===== src/rtl/mfcc_melbank_pkg.sv =====
// mfcc_melbank_pkg: shared widths, FSM state type and accumulator sizing for the mel filter engine
package mfcc_melbank_pkg;

    localparam int DEF_ADDR_WIDTH   = 9;
    localparam int DEF_WEIGHT_WIDTH = 8;
    localparam int DEF_PWR_WIDTH    = 32;

    typedef enum logic [1:0] {
        RUN,
        DRAIN,
        OUT
    } state_t;

    // Wide enough that a full frame of max power times max weight never overflows
    function automatic int acc_width(input int pwr_w, input int weight_w, input int addr_w);
        return pwr_w + weight_w + addr_w;
    endfunction

endpackage


===== src/rtl/mfcc_melbank_mac.sv =====
// mfcc_melbank_mac: ROM-latency delay line, registered multiplier and clearable accumulator
module mfcc_melbank_mac
    import mfcc_melbank_pkg::*;
#(
    parameter int PWR_WIDTH    = DEF_PWR_WIDTH,
    parameter int WEIGHT_WIDTH = DEF_WEIGHT_WIDTH,
    parameter int ADDR_WIDTH   = DEF_ADDR_WIDTH,
    parameter int ROM_LATENCY  = 1
) (
    input  logic                                                  clk,
    input  logic                                                  rst,
    input  logic                                                  clr_i,
    input  logic                                                  valid_i,
    input  logic                                                  last_i,
    input  logic [PWR_WIDTH-1:0]                                  pwr_i,
    input  logic [WEIGHT_WIDTH-1:0]                               weight_i,
    output logic [acc_width(PWR_WIDTH, WEIGHT_WIDTH, ADDR_WIDTH)-1:0] acc_o,
    output logic                                                  done_o
);

    localparam int PROD_W = PWR_WIDTH + WEIGHT_WIDTH;
    localparam int ACC_W  = acc_width(PWR_WIDTH, WEIGHT_WIDTH, ADDR_WIDTH);

    logic [PWR_WIDTH-1:0]   pwr_q [ROM_LATENCY];
    logic [ROM_LATENCY-1:0] vld_q;
    logic [ROM_LATENCY-1:0] lst_q;
    logic [PROD_W-1:0]      prod_q;
    logic                   prod_vld_q;
    logic                   prod_lst_q;
    logic [ACC_W-1:0]       acc_q;
    logic                   done_q;

    // Hold each accepted bin until its weight comes back from the ROM
    always_ff @(posedge clk) begin
        if (rst) begin
            vld_q <= '0;
            lst_q <= '0;
            for (int i = 0; i < ROM_LATENCY; i++) pwr_q[i] <= '0;
        end else begin
            vld_q[0] <= valid_i;
            lst_q[0] <= last_i;
            pwr_q[0] <= pwr_i;
            for (int i = 1; i < ROM_LATENCY; i++) begin
                vld_q[i] <= vld_q[i-1];
                lst_q[i] <= lst_q[i-1];
                pwr_q[i] <= pwr_q[i-1];
            end
        end
    end

    // Multiply aligned bin by weight, then fold into the frame sum; done marks the last product landing
    always_ff @(posedge clk) begin
        if (rst) begin
            prod_q     <= '0;
            prod_vld_q <= 1'b0;
            prod_lst_q <= 1'b0;
            acc_q      <= '0;
            done_q     <= 1'b0;
        end else begin
            prod_q     <= PROD_W'(pwr_q[ROM_LATENCY-1]) * PROD_W'(weight_i);
            prod_vld_q <= vld_q[ROM_LATENCY-1];
            prod_lst_q <= vld_q[ROM_LATENCY-1] & lst_q[ROM_LATENCY-1];
            acc_q      <= clr_i ? '0 : prod_vld_q ? acc_q + ACC_W'(prod_q) : acc_q;
            done_q     <= prod_vld_q & prod_lst_q;
        end
    end

    assign acc_o  = acc_q;
    assign done_o = done_q;

endmodule


===== src/rtl/mfcc_melbank_filter.sv =====
// mfcc_melbank_filter: frame-level mel filter energy engine; MELBANK_SATURATE_EN clamps the output instead of truncating
module mfcc_melbank_filter
    import mfcc_melbank_pkg::*;
#(
    parameter int ADDR_WIDTH   = DEF_ADDR_WIDTH,
    parameter int WEIGHT_WIDTH = DEF_WEIGHT_WIDTH,
    parameter int PWR_WIDTH    = DEF_PWR_WIDTH,
    parameter int OUT_WIDTH    = 32,
    parameter int ROM_LATENCY  = 1
) (
    input  logic                    clk,
    input  logic                    rst,
    input  logic                    pwr_valid,
    output logic                    pwr_ready,
    input  logic [PWR_WIDTH-1:0]    pwr_data,
    input  logic                    pwr_last,
    output logic [ADDR_WIDTH-1:0]   rom_addr,
    input  logic [WEIGHT_WIDTH-1:0] rom_data,
    output logic                    energy_valid,
    input  logic                    energy_ready,
    output logic [OUT_WIDTH-1:0]    energy_data,
    output logic                    len_err
);

    localparam int ACC_W = acc_width(PWR_WIDTH, WEIGHT_WIDTH, ADDR_WIDTH);

    state_t                state_q;
    logic [ADDR_WIDTH-1:0] cnt_q;
    logic                  pwr_ready_q;
    logic                  energy_valid_q;
    logic [OUT_WIDTH-1:0]  energy_q;
    logic                  len_err_q;
    logic                  accept;
    logic                  handshake;
    logic [ACC_W-1:0]      acc;
    logic                  mac_done;
    logic [OUT_WIDTH-1:0]  energy_fit;

    assign accept    = pwr_valid & pwr_ready_q;
    assign handshake = energy_valid_q & energy_ready;

    mfcc_melbank_mac #(
        .PWR_WIDTH   (PWR_WIDTH),
        .WEIGHT_WIDTH(WEIGHT_WIDTH),
        .ADDR_WIDTH  (ADDR_WIDTH),
        .ROM_LATENCY (ROM_LATENCY)
    ) u_mac (
        .clk     (clk),
        .rst     (rst),
        .clr_i   (handshake),
        .valid_i (accept),
        .last_i  (pwr_last),
        .pwr_i   (pwr_data),
        .weight_i(rom_data),
        .acc_o   (acc),
        .done_o  (mac_done)
    );

`ifdef MELBANK_SATURATE_EN
    logic [ACC_W+OUT_WIDTH-1:0] wide;
    assign wide       = {{OUT_WIDTH{1'b0}}, acc >> WEIGHT_WIDTH};
    assign energy_fit = (|(wide >> OUT_WIDTH)) ? '1 : wide[OUT_WIDTH-1:0];
`else
    assign energy_fit = OUT_WIDTH'(acc >> WEIGHT_WIDTH);
`endif

    // Frame FSM: stream bins, wait for the pipeline to drain, then present the energy
    always_ff @(posedge clk) begin
        if (rst) begin
            state_q        <= RUN;
            cnt_q          <= '0;
            pwr_ready_q    <= 1'b0;
            energy_valid_q <= 1'b0;
            energy_q       <= '0;
            len_err_q      <= 1'b0;
        end else begin
            len_err_q <= accept & ~pwr_last & (&cnt_q);
            case (state_q)
                RUN: begin
                    pwr_ready_q <= ~(accept & pwr_last);
                    if (accept) begin
                        cnt_q <= pwr_last ? '0 : cnt_q + 1'b1;
                        if (pwr_last) state_q <= DRAIN;
                    end
                end
                DRAIN: begin
                    if (mac_done) begin
                        state_q        <= OUT;
                        energy_valid_q <= 1'b1;
                        energy_q       <= energy_fit;
                    end
                end
                OUT: begin
                    if (energy_ready) begin
                        state_q        <= RUN;
                        energy_valid_q <= 1'b0;
                        pwr_ready_q    <= 1'b1;
                    end
                end
                default: state_q <= RUN;
            endcase
        end
    end

    assign pwr_ready    = pwr_ready_q;
    assign rom_addr     = cnt_q;
    assign energy_valid = energy_valid_q;
    assign energy_data  = energy_q;
    assign len_err      = len_err_q;

endmodule


===== config.mk =====
export PLATFORM = sky130hd
export DESIGN_NAME = mfcc_melbank_filter
export DESIGN_NICKNAME = d
export VERILOG_FILES = /design/src/rtl/mfcc_melbank_pkg.sv /design/src/rtl/mfcc_melbank_mac.sv /design/src/rtl/mfcc_melbank_filter.sv
export SDC_FILE = /design/constraint.sdc
export NUM_CORES = 1
export LEC_CHECK = 0
export ABC_AREA = 1
export CORE_MARGIN = 10
export CORE_UTILIZATION = 30
export CTS_CLUSTER_SIZE = 16
export DETAILED_ROUTE_END_ITERATION = 16
export SETUP_SLACK_MARGIN = 0.05
export SLEW_MARGIN = 10
export SYNTH_ARGS = -nofsm -noshare
export SYNTH_HDL_FRONTEND = slang
export SYNTH_SLANG_ARGS = --single-unit

===== constraint.sdc =====
create_clock -name clk -period 5.1 [get_ports clk]
set_input_delay 1.02 -clock clk [delete_from_list [all_inputs] [get_ports clk]]
set_output_delay 1.02 -clock clk [all_outputs]
set_load 0.05 [all_outputs]

* Word-level counts from Yosys, hierarchy flattened
Memories as Yosys holds them, arrays and structs flattened.
Index checks and enable logic that the tools add are counted.
** Word-level totals
- Flip-flop bits (word level) :: 140
- RAM bits :: 32
- Input port bits :: 45
- Output and inout port bits :: 44
- Word-level logic and storage cells :: 59
- Memories kept :: 1
** Cells by class
- Add/subtract/negate cells :: 2
- Multipliers :: 1
- Equality and inequality tests :: 6
- Muxes and demuxes :: 16
- Bitwise logic cells :: 9
- Reduce and logical (&&, ||, !) cells :: 11
** Memory list
- u_mac.pwr_q :: depth 1, width 32, read ports 1, clocked after Yosys merged registers in 0, wr ports 1, line mfcc_melbank_mac.sv:24 : logic [PWR_WIDTH-1:0] pwr_q [ROM_LATENCY];
** Operators by type and width (number)
- $add 49x40->49 :: 1
- $mul 32x8->40 :: 1
- $mux 32 :: 1
- $reduce_or 32->1 :: 1
- $add 9x1->9 const B :: 1
- $mux 9 :: 1
- $reduce_and 9->1 :: 1
- $mux 2 :: 4
- $and 1x1->1 :: 7
- $mux 1 :: 7
- $ne 2x2->1 const B :: 3
- $pmux 2 s3 :: 1
- $reduce_and 2->1 :: 3
- $pmux 1 s2 :: 2
- $reduce_and 4->1 :: 1
- $reduce_bool 2->1 :: 2
- $reduce_and 3->1 :: 1
- $eq 2x1->1 const B :: 1
- $eq 2x2->1 const B :: 1
- $logic_not 2->1 :: 1
- $ne 2x1->1 const B :: 1
- $not 1->1 :: 2
- $reduce_or 2->1 :: 1

* Logic depth before layout (Yosys ltp)
Gate-level depths: netlist of run 1.
- Word-level depth :: 4
- Gate-level depth with buffers :: 22
- Depth with buffers taken out :: 21

* By module
From an unflattened synthesis of run 1, not the netlist that was laid out.
** Second synthesis, totals
- Cell total of the unflattened synthesis :: 2728
- Area, all modules :: 18127.4 sq um
** By module, submodules not included
- mfcc_melbank_mac :: times used 1, cells each 2496, area each 16228.1 sq um, seq. area each 2522.4 sq um
- mfcc_melbank_filter :: times used 1, cells each 232, area each 1899.3 sq um, seq. area each 920.9 sq um

* Worst setup path after synthesis of run 1
Ideal clock, no wire load.
- Path kind :: input to register
- From :: in rom_data[7]
- To :: reg u_mac.prod_q[28]
- Library setup time :: 115 ps
- Arrival :: 4762 ps
- Required time :: 4985 ps
- Slack :: 223 ps
- Cell stages on the path :: 17
- Path buffers :: 1
- Cell sequence :: clkbuf_1 -> nand2_1 -> fa_1 -> fa_1 -> inv_1 -> fa_1 -> inv_1 -> fa_1 -> inv_1 -> ha_1 -> nand2_1 -> o21ai_1 -> nor2_1 -> o21ai_1 -> nand3_1 -> a21oi_1 -> nor2_1
** On the way
- Word-level cells in the longest chain between the ends :: 1
** RTL lines
- start: declaration :: line mfcc_melbank_filter.sv:18 : input logic [WEIGHT_WIDTH-1:0] rom_data,
- $mul 32x8->40 :: line mfcc_melbank_mac.sv:60 : prod_q <= PROD_W'(pwr_q[ROM_LATENCY-1]) * PROD_W'(weight_i);
- end signal: assignment :: line mfcc_melbank_mac.sv:60
- end: declaration :: line mfcc_melbank_mac.sv:27 : logic [PROD_W-1:0] prod_q;
No other way between the ends.
A chain may end at the register's enable or synchronous reset.

* Worst setup path after layout of run 1
- From :: in rom_data[6]
- To :: reg u_mac.prod_q[33]
The elaborated chain is that of the path after synthesis.

==> reports/results.tsv, run 1 <==
metric	value	unit
status	complete, no violations	
Die Wd	258	µm
GPL Wtd Cong	0.911	
Crit path arrival time	5.21	ns
proportion of register bits with asynchronous set or reset after synthesis	0	
DP HPWL	36700	µm
FF+latch count, synth	163	
data required time at the worst endpoint	5.47	ns
RSZ-0062 raised after global routing	yes	
worst ir drop on vdd	0.000280	V
crit share post-route	0.949	
critical path startpoint category	input port	
maxcap violations	0	
Ant. Diodes	0	
number of synthesis warnings	0	
most repeated cell in the gate-level netlist after synthesis	sky130_fd_sc_hd__inv_1	
hold violation count in the final report	0	
clk_lat worst skew	0.48	ns
Pleak	11.7	nW
largest net degree at the start of global routing	65	
clock tree from TritonCTS	done	
Die Outline Area	66800	µm²
average wire per cell in the routed design	13.0	µm
headroom to the max-slew limit	0.524	
vias per std cell	4.27	
top achievable clock speed	207	MHz
final setup fails	0	
final cell count without fillers	3493	
portion of the post-synthesis area used by sequential elements	0.191	
overall global routing resource usage	0.139	
global-route wire length before repair	75100	µm
number of I/O pins	89	
overall via count from detail_route	14931	
top cell type's share of synthesized area	0.212	
chip height	258	µm
wire length after detailed routing	45600	µm
kind of end point of the critical path	flop	
effective utilization at floorplan	0.302	
Primary FF master, synth	sky130_fd_sc_hd__dfxtp_1	
Reg clk slew, reported paths	0.07	ns
nets@finish	3051	
CTS H-tree depth	4	
Clock Path Buffers	2	
final worst setup slack	0.261	ns
CP Max Fanout	15	
global route overflow	0	
Core Box Area	56400	µm²
synthesized area per cell	6.64	µm²
number of placement rows	87	
measured slew at the worst slew-check pin	0.714	ns
Pwr Density	296	nW/µm²
number of cells produced by synthesis	2569	
cell type with the largest total area after synthesis	sky130_fd_sc_hd__fa_1	
Post-synth top cells	sky130_fd_sc_hd__inv_1 (663), sky130_fd_sc_hd__nand2_1 (623), sky130_fd_sc_hd__nor2_1 (264)	
First DRT Iteration DRCs	765	
Post-synth EDFFs	0	
DR DRC count	0	
class of the tightest hold or removal check	reg2reg	
First-pass DRT Iterations	5	
root buffer cell	sky130_fd_sc_hd__clkbuf_16	
TritonCTS buffer count	17	
Non-Filler Cell Area, Final	20400	µm²
Syn Nets	2896	
number of I/O port buffers	88	
Antenna Violating Nets Remaining	0	
number of instances in the placed design	3456	
initial antenna violation count	0	
Worst Skew	0.0129	ns
TritonCTS Sinks	163	
number of global-route vias before repair	14841	
filler instances	6137	
number of distinct library cells after synthesis	38	
max-slew violation count	0	
post-layout minimum cycle time	4.84	ns
post-synthesis cell area	17100	µm²
worst setup timing slack at the placement stage	-0.731	ns
area growth from synthesis to layout	19.6	%
kind of critical path	in2reg	
leading post-synthesis cells by cell area	sky130_fd_sc_hd__fa_1 (21%), sky130_fd_sc_hd__dfxtp_1 (19%), sky130_fd_sc_hd__inv_1 (15%)	
share of cells above drive strength 1	0.0976	
hold buffer count at cts	0	
placed instance area	19600	µm²
## cells in the final DEF (no fill, tap or decap), types with 3 or more instances in the layout
master                              n
sky130_fd_sc_hd__inv_1            663
sky130_fd_sc_hd__nand2_1          619
sky130_fd_sc_hd__nor2_1           253
sky130_fd_sc_hd__fa_1             181
sky130_fd_sc_hd__dfxtp_1          162
sky130_fd_sc_hd__a21oi_1          140
sky130_fd_sc_hd__buf_4            122
sky130_fd_sc_hd__ha_1              96
sky130_fd_sc_hd__o21ai_0           94
sky130_fd_sc_hd__nand3_1           84
sky130_fd_sc_hd__clkdlybuf4s50_1   81
sky130_fd_sc_hd__nand2_2           20
sky130_fd_sc_hd__nor2_2            19
sky130_fd_sc_hd__xor2_1            19
sky130_fd_sc_hd__clkbuf_16         18
sky130_fd_sc_hd__o21ai_1           16
sky130_fd_sc_hd__a21oi_2           14
sky130_fd_sc_hd__o21a_1            13
sky130_fd_sc_hd__nor3_1            11
sky130_fd_sc_hd__inv_2             11
sky130_fd_sc_hd__nand3_2            9
sky130_fd_sc_hd__buf_12             8
sky130_fd_sc_hd__o21ai_2            6
sky130_fd_sc_hd__nand3b_1           5
sky130_fd_sc_hd__xnor2_1            5
sky130_fd_sc_hd__nand4_1            5
sky130_fd_sc_hd__nor3_2             5
sky130_fd_sc_hd__inv_6              5
sky130_fd_sc_hd__a21o_1             4
sky130_fd_sc_hd__nor2_4             4
sky130_fd_sc_hd__clkinv_1           4
sky130_fd_sc_hd__buf_6              4
sky130_fd_sc_hd__nand2b_1           3
sky130_fd_sc_hd__ha_4               3
sky130_fd_sc_hd__dlymetal6s2s_1     3
## report_power, final
part           switching (mW)  leakage, nW  internal (mW)
logic                    1.88         10.1           1.33
clock network           0.622        0.271          0.639
registers               0.142         1.34           1.43
## layout make-up
| class | count | area (µm²) | area share |
|---|---|---|---|
| well taps | 756 | 946 | 0.0464 |
| clock buffers | 19 | 433 | 0.0212 |
| multi-input cells | 1641 | 11100 | 0.543 |
| flip-flops and latches | 163 | 3260 | 0.160 |
| clock inverters | 13 | 123 | 0.00601 |
| inverters | 678 | 2540 | 0.125 |
| repair buffers | 223 | 2020 | 0.0990 |
## kinds of logic (layout without fill, tap and decap cells)
| family | count (synthesis) | count (layout) | synth area share |
|---|---|---|---|
| flops | 163 | 163 | 0.191 |
| fa+ha+maj | 282 | 282 | 0.287 |
| xor+xnor | 24 | 24 | 0.0123 |
| simple gates | 1042 | 1042 | 0.249 |
| buf+inv | 765 | 933 | 0.170 |
| compound gates | 293 | 293 | 0.0905 |
## metal layers
layer  up-vias  part of all wire  track usage
li1       7853                 -            -
met1      6777              0.50        0.187
met2       264              0.45        0.225
met3        37             0.045       0.0266
met4         0             0.012       0.0319
met5         -                 0            0
## final timing paths
path                       from                to  slack [ns]  depth (start not counted)
max reg2reg  u_mac.pwr_q[0][14]  u_mac.prod_q[36]        0.63                         19
min reg2reg         u_mac.vld_q  u_mac.prod_vld_q        0.41                          2
min                 u_mac.vld_q  u_mac.prod_vld_q        0.41                          2
max                 rom_data[6]  u_mac.prod_q[33]        0.26                         20
## what timing repair did
item                       4_1_cts  5_1_grt
setup endpoints to repair       18       32
resized for setup               30       34
pin swaps                        4        4
buffers inserted                 2        2
cloned                           0        1
## per-stage QoR
| step | power [mW] | utilization | TNS (ns) | hold WS [ns] |
|---|---|---|---|---|
| floorplan | 3.44 | - | 0 | 0.395 |
| global placement | 4.62 | 0.348 | -15.19 | 0.406 |
| detailed placement | 4.64 | 0.348 | -15.73 | 0.408 |
| CTS | 6.00 | 0.359 | 0 | 0.412 |
| global route | 6.56 | 0.362 | 0 | 0.433 |
| finish | 6.04 | 0.362 | 0 | 0.407 |
## critical path, cell delays in order
cell	delay [ns]
sky130_fd_sc_hd__clkdlybuf4s15_1	0.23
sky130_fd_sc_hd__buf_12	0.18
sky130_fd_sc_hd__buf_4	0.17
sky130_fd_sc_hd__nand2_1	0.06
sky130_fd_sc_hd__inv_1	0.05
sky130_fd_sc_hd__fa_1	0.49
sky130_fd_sc_hd__inv_1	0.05
sky130_fd_sc_hd__fa_1	0.52
sky130_fd_sc_hd__fa_1	0.52
sky130_fd_sc_hd__fa_1	0.54
sky130_fd_sc_hd__inv_1	0.04
sky130_fd_sc_hd__ha_1	0.36
sky130_fd_sc_hd__nand2_1	0.15
sky130_fd_sc_hd__nor2_2	0.16
sky130_fd_sc_hd__inv_2	0.07
sky130_fd_sc_hd__nor2_1	0.15
sky130_fd_sc_hd__inv_1	0.05
sky130_fd_sc_hd__o21a_1	0.20
sky130_fd_sc_hd__a21oi_1	0.15
sky130_fd_sc_hd__nor2_1	0.06
## sequential cells by signal, indices dropped and copies added, names as in the netlist
name and cells:
u_mac.prod_lst_q 1, energy_data 32, state_q 2, pwr_ready 1, rom_addr 9, u_mac.acc_o 40
u_mac.prod_vld_q 1, u_mac.done_o 1, len_err 1, u_mac.prod_q 40, u_mac.vld_q 1, u_mac.pwr_q 32
u_mac.lst_q 1, energy_valid 1
Power figures use the tool's default switching activity.
==> run 2, diff against run 1 <==
==> constraint.sdc (replaced) <==
create_clock -name clk -period 4.8 [get_ports clk]
set_input_delay 0.96 -clock clk [delete_from_list [all_inputs] [get_ports clk]]
set_output_delay 0.96 -clock clk [all_outputs]
set_load 0.05 [all_outputs]
==> run 2 against run 1 <==
  * Via count grew 1.1%
  * Design area grew 3.9%
  * Global-route usage grew 0.24 points
  * Wire length grew 3.2%
  * Clock skew grew 0.00057 ns
  * Hold slack gained 0.0064 ns
  * Cell count grew 0.52%
  * Register-to-register slack lost 0.18 ns
  * Clock power grew 17%
  * Clock-buffer cell count shrank 2
  * Sequential power grew 6%
  * Utilization grew 1.4 points
  * Critical endpoint is now u_mac.prod_q[31]
==> reports/results.tsv, run 2 (synthesized netlist as in run 1, its figures left out) <==
metric	value	unit	change
status	complete, no violations		unchanged
number of global-route vias before repair	15045		was 14841
Ant. Diodes	0		unchanged
clk_lat worst skew	0.50	ns	was 0.48 ns
GPL Wtd Cong	0.895		was 0.911
overall global routing resource usage	0.141		was 0.139
worst ir drop on vdd	0.000355	V	was 0.000280 V
max-slew violation count	0		unchanged
met3 wire length	2230	µm	was 2060 µm
average wire per cell in the routed design	13.4	µm	was 13.0 µm
CP Max Fanout	13		was 15
hold_ws	0.414	ns	was 0.407 ns
headroom to the max-slew limit	0.543		was 0.524
largest net degree at the start of global routing	67		was 65
kind of critical path	in2reg		unchanged
Worst Skew	0.0135	ns	was 0.0129 ns
data required time at the worst endpoint	5.23	ns	was 5.47 ns
nets@finish	3069		was 3051
source of the critical timing path	rom_data[2]		was rom_data[6]
share of cells above drive strength 1	0.133		was 0.0976
hold violation count in the final report	0		unchanged
crit share post-route	0.956		
Top Metal Used	met4		unchanged
First-pass DRT Iterations	5		unchanged
vias per std cell	4.30		was 4.27
maxcap violations	0		unchanged
critical path startpoint category	input port		unchanged
number of placement rows	87		unchanged
TritonCTS buffer count	17		unchanged
Worst R2R Path Depth	17		was 19
number of I/O port buffers	88		unchanged
clock tree from TritonCTS	done		unchanged
post-layout minimum cycle time	4.59	ns	
Core Box Area	56400	µm²	unchanged
Die Wd	258	µm	unchanged
kind of end point of the critical path	flop		unchanged
measured slew at the worst slew-check pin	0.684	ns	was 0.714 ns
class of the tightest hold or removal check	reg2reg		unchanged
wire length after detailed routing	47000	µm	was 45600 µm
leading cell type in the layout, fill and taps excluded	sky130_fd_sc_hd__inv_1		unchanged
Crit path arrival time	5.02	ns	was 5.21 ns
Pleak	11.9	nW	was 11.7 nW
global route overflow	0		unchanged
First DRT Iteration DRCs	788		was 765
CTS H-tree depth	4		unchanged
global-route wire length before repair	76200	µm	was 75100 µm
Antenna Violating Nets Remaining	0		unchanged
worst hold start	u_mac.lst_q		was u_mac.vld_q
top achievable clock speed	218	MHz	
wire length the detailed router placed on met1	22600	µm	about the same
leading cell types in the layout, fill and taps excluded	sky130_fd_sc_hd__inv_1 (660), sky130_fd_sc_hd__nand2_1 (608), sky130_fd_sc_hd__nor2_1 (234), sky130_fd_sc_hd__fa_1 (178), sky130_fd_sc_hd__dfxtp_1 (162)		was sky130_fd_sc_hd__inv_1 (663), sky130_fd_sc_hd__nand2_1 (619), sky130_fd_sc_hd__nor2_1 (253), sky130_fd_sc_hd__fa_1 (181), sky130_fd_sc_hd__dfxtp_1 (162)
Pwr Density	330	nW/µm²	was 296 nW/µm²
final cell count without fillers	3511		was 3493
DP HPWL	36500	µm	was 36700 µm
worst reg2reg startpoint	u_mac.pwr_q[0][26]		was u_mac.pwr_q[0][14]
Die Outline Area	66800	µm²	unchanged
RSZ-0062 raised after global routing	yes		unchanged
DR WL met2	21400	µm	was 20400 µm
effective utilization at floorplan	0.302		unchanged
total design power	7.00	mW	was 6.04 mW
overall via count from detail_route	15099		was 14931
Clock Path Buffers	2		unchanged
Reg clk slew, reported paths	0.07	ns	about the same
initial antenna violation count	0		unchanged
DR DRC count	0		unchanged
filler instances	6100		was 6137
root buffer cell	sky130_fd_sc_hd__clkbuf_16		unchanged
TritonCTS Sinks	163		unchanged
number of instances in the placed design	3460		was 3456
instance count along the most critical hold path	2		unchanged
chip height	258	µm	unchanged
area growth from synthesis to layout	24.2	%	was 19.6%
final setup fails	0		unchanged
number of I/O pins	89		unchanged
## run 2: cell count changes in the layout (fill, tap and decap cells not counted), sizes merged
cell           change
inv                +1
bufbuf             +2
clkdlybuf4s50      -2
dlymetal6s2s       -1
clkinv             +1
buf               +18
bufinv             +1
clkinvlp           -1
clkdlybuf4s15      -1
## run 2: path summary, 6_finish.rpt
path	endpoint	slack, ns
setup / recovery	u_mac.prod_q[31]	0.21
hold / removal	u_mac.prod_lst_q	0.41
setup reg to reg	u_mac.prod_q[35]	0.45
hold reg to reg	u_mac.prod_lst_q	0.41
## run 2: area by class of cell
type	instances	area [µm²]	share of cell area
clock buffer	17	425	0.0201
clock inverter	15	205	0.00968
inverter	678	2540	0.120
multi-input combinational	1641	11500	0.544
sequential	163	3260	0.154
tap	756	946	0.0446
timing repair buffer	241	2270	0.107
## run 2: repair_timing
action / in CTS / in global routing
pin swaps: 5 / 35
hold endpoints to repair: 0 / 0
hold buffers: 0 / 0
buffers inserted: 7 / 4
gates resized for setup: 78 / 110
setup endpoints to repair: 32 / 31
gates cloned: 4 / 4
## run 2: per-stage QoR
stage | area (µm²) | worst slack, ns | TNS (ns) | utilization
4_1_cts | 20700 | 0.0393 | 0 | 0.368
3_3_place_gp | 19600 | -0.913 | -23.22 | 0.348
5_1_grt | 21200 | 0.0163 | 0 | 0.376
3_5_place_dp | 19600 | -0.912 | -24.39 | 0.348
2_1_floorplan | 17100 | 0.0476 | 0 | -
6_report | 21200 | 0.210 | 0 | 0.376
## run 2: routing by layer
layer  global-route usage  vias to the layer above
li1                     -                     7882
met5                    0                        -
met2                0.230                      280
met3               0.0289                       41
met4               0.0366                        0
met1                0.187                     6896
## run 2: critical path: stages
cell and delay, ns:
sky130_fd_sc_hd__buf_2 0.16, sky130_fd_sc_hd__buf_12 0.17, sky130_fd_sc_hd__buf_4 0.16, sky130_fd_sc_hd__nand2_1 0.05
sky130_fd_sc_hd__inv_1 0.05, sky130_fd_sc_hd__fa_1 0.39, sky130_fd_sc_hd__fa_1 0.55, sky130_fd_sc_hd__inv_1 0.05
sky130_fd_sc_hd__fa_1 0.46, sky130_fd_sc_hd__fa_1 0.54, sky130_fd_sc_hd__inv_1 0.07, sky130_fd_sc_hd__ha_4 0.30
sky130_fd_sc_hd__inv_1 0.08, sky130_fd_sc_hd__o21ai_4 0.18, sky130_fd_sc_hd__nand2_1 0.09, sky130_fd_sc_hd__nand2_2 0.11
sky130_fd_sc_hd__inv_2 0.06, sky130_fd_sc_hd__o21ai_4 0.21, sky130_fd_sc_hd__nand2_2 0.09, sky130_fd_sc_hd__nand3_1 0.07
sky130_fd_sc_hd__nand2_1 0.06, sky130_fd_sc_hd__nor2_2 0.15
## run 2: report_power, final
group | total, mW | switching (mW) | internal [mW]
clock network | 1.48 | 0.728 | 0.756
registers | 1.66 | 0.146 | 1.52
logic | 3.85 | 2.21 | 1.64
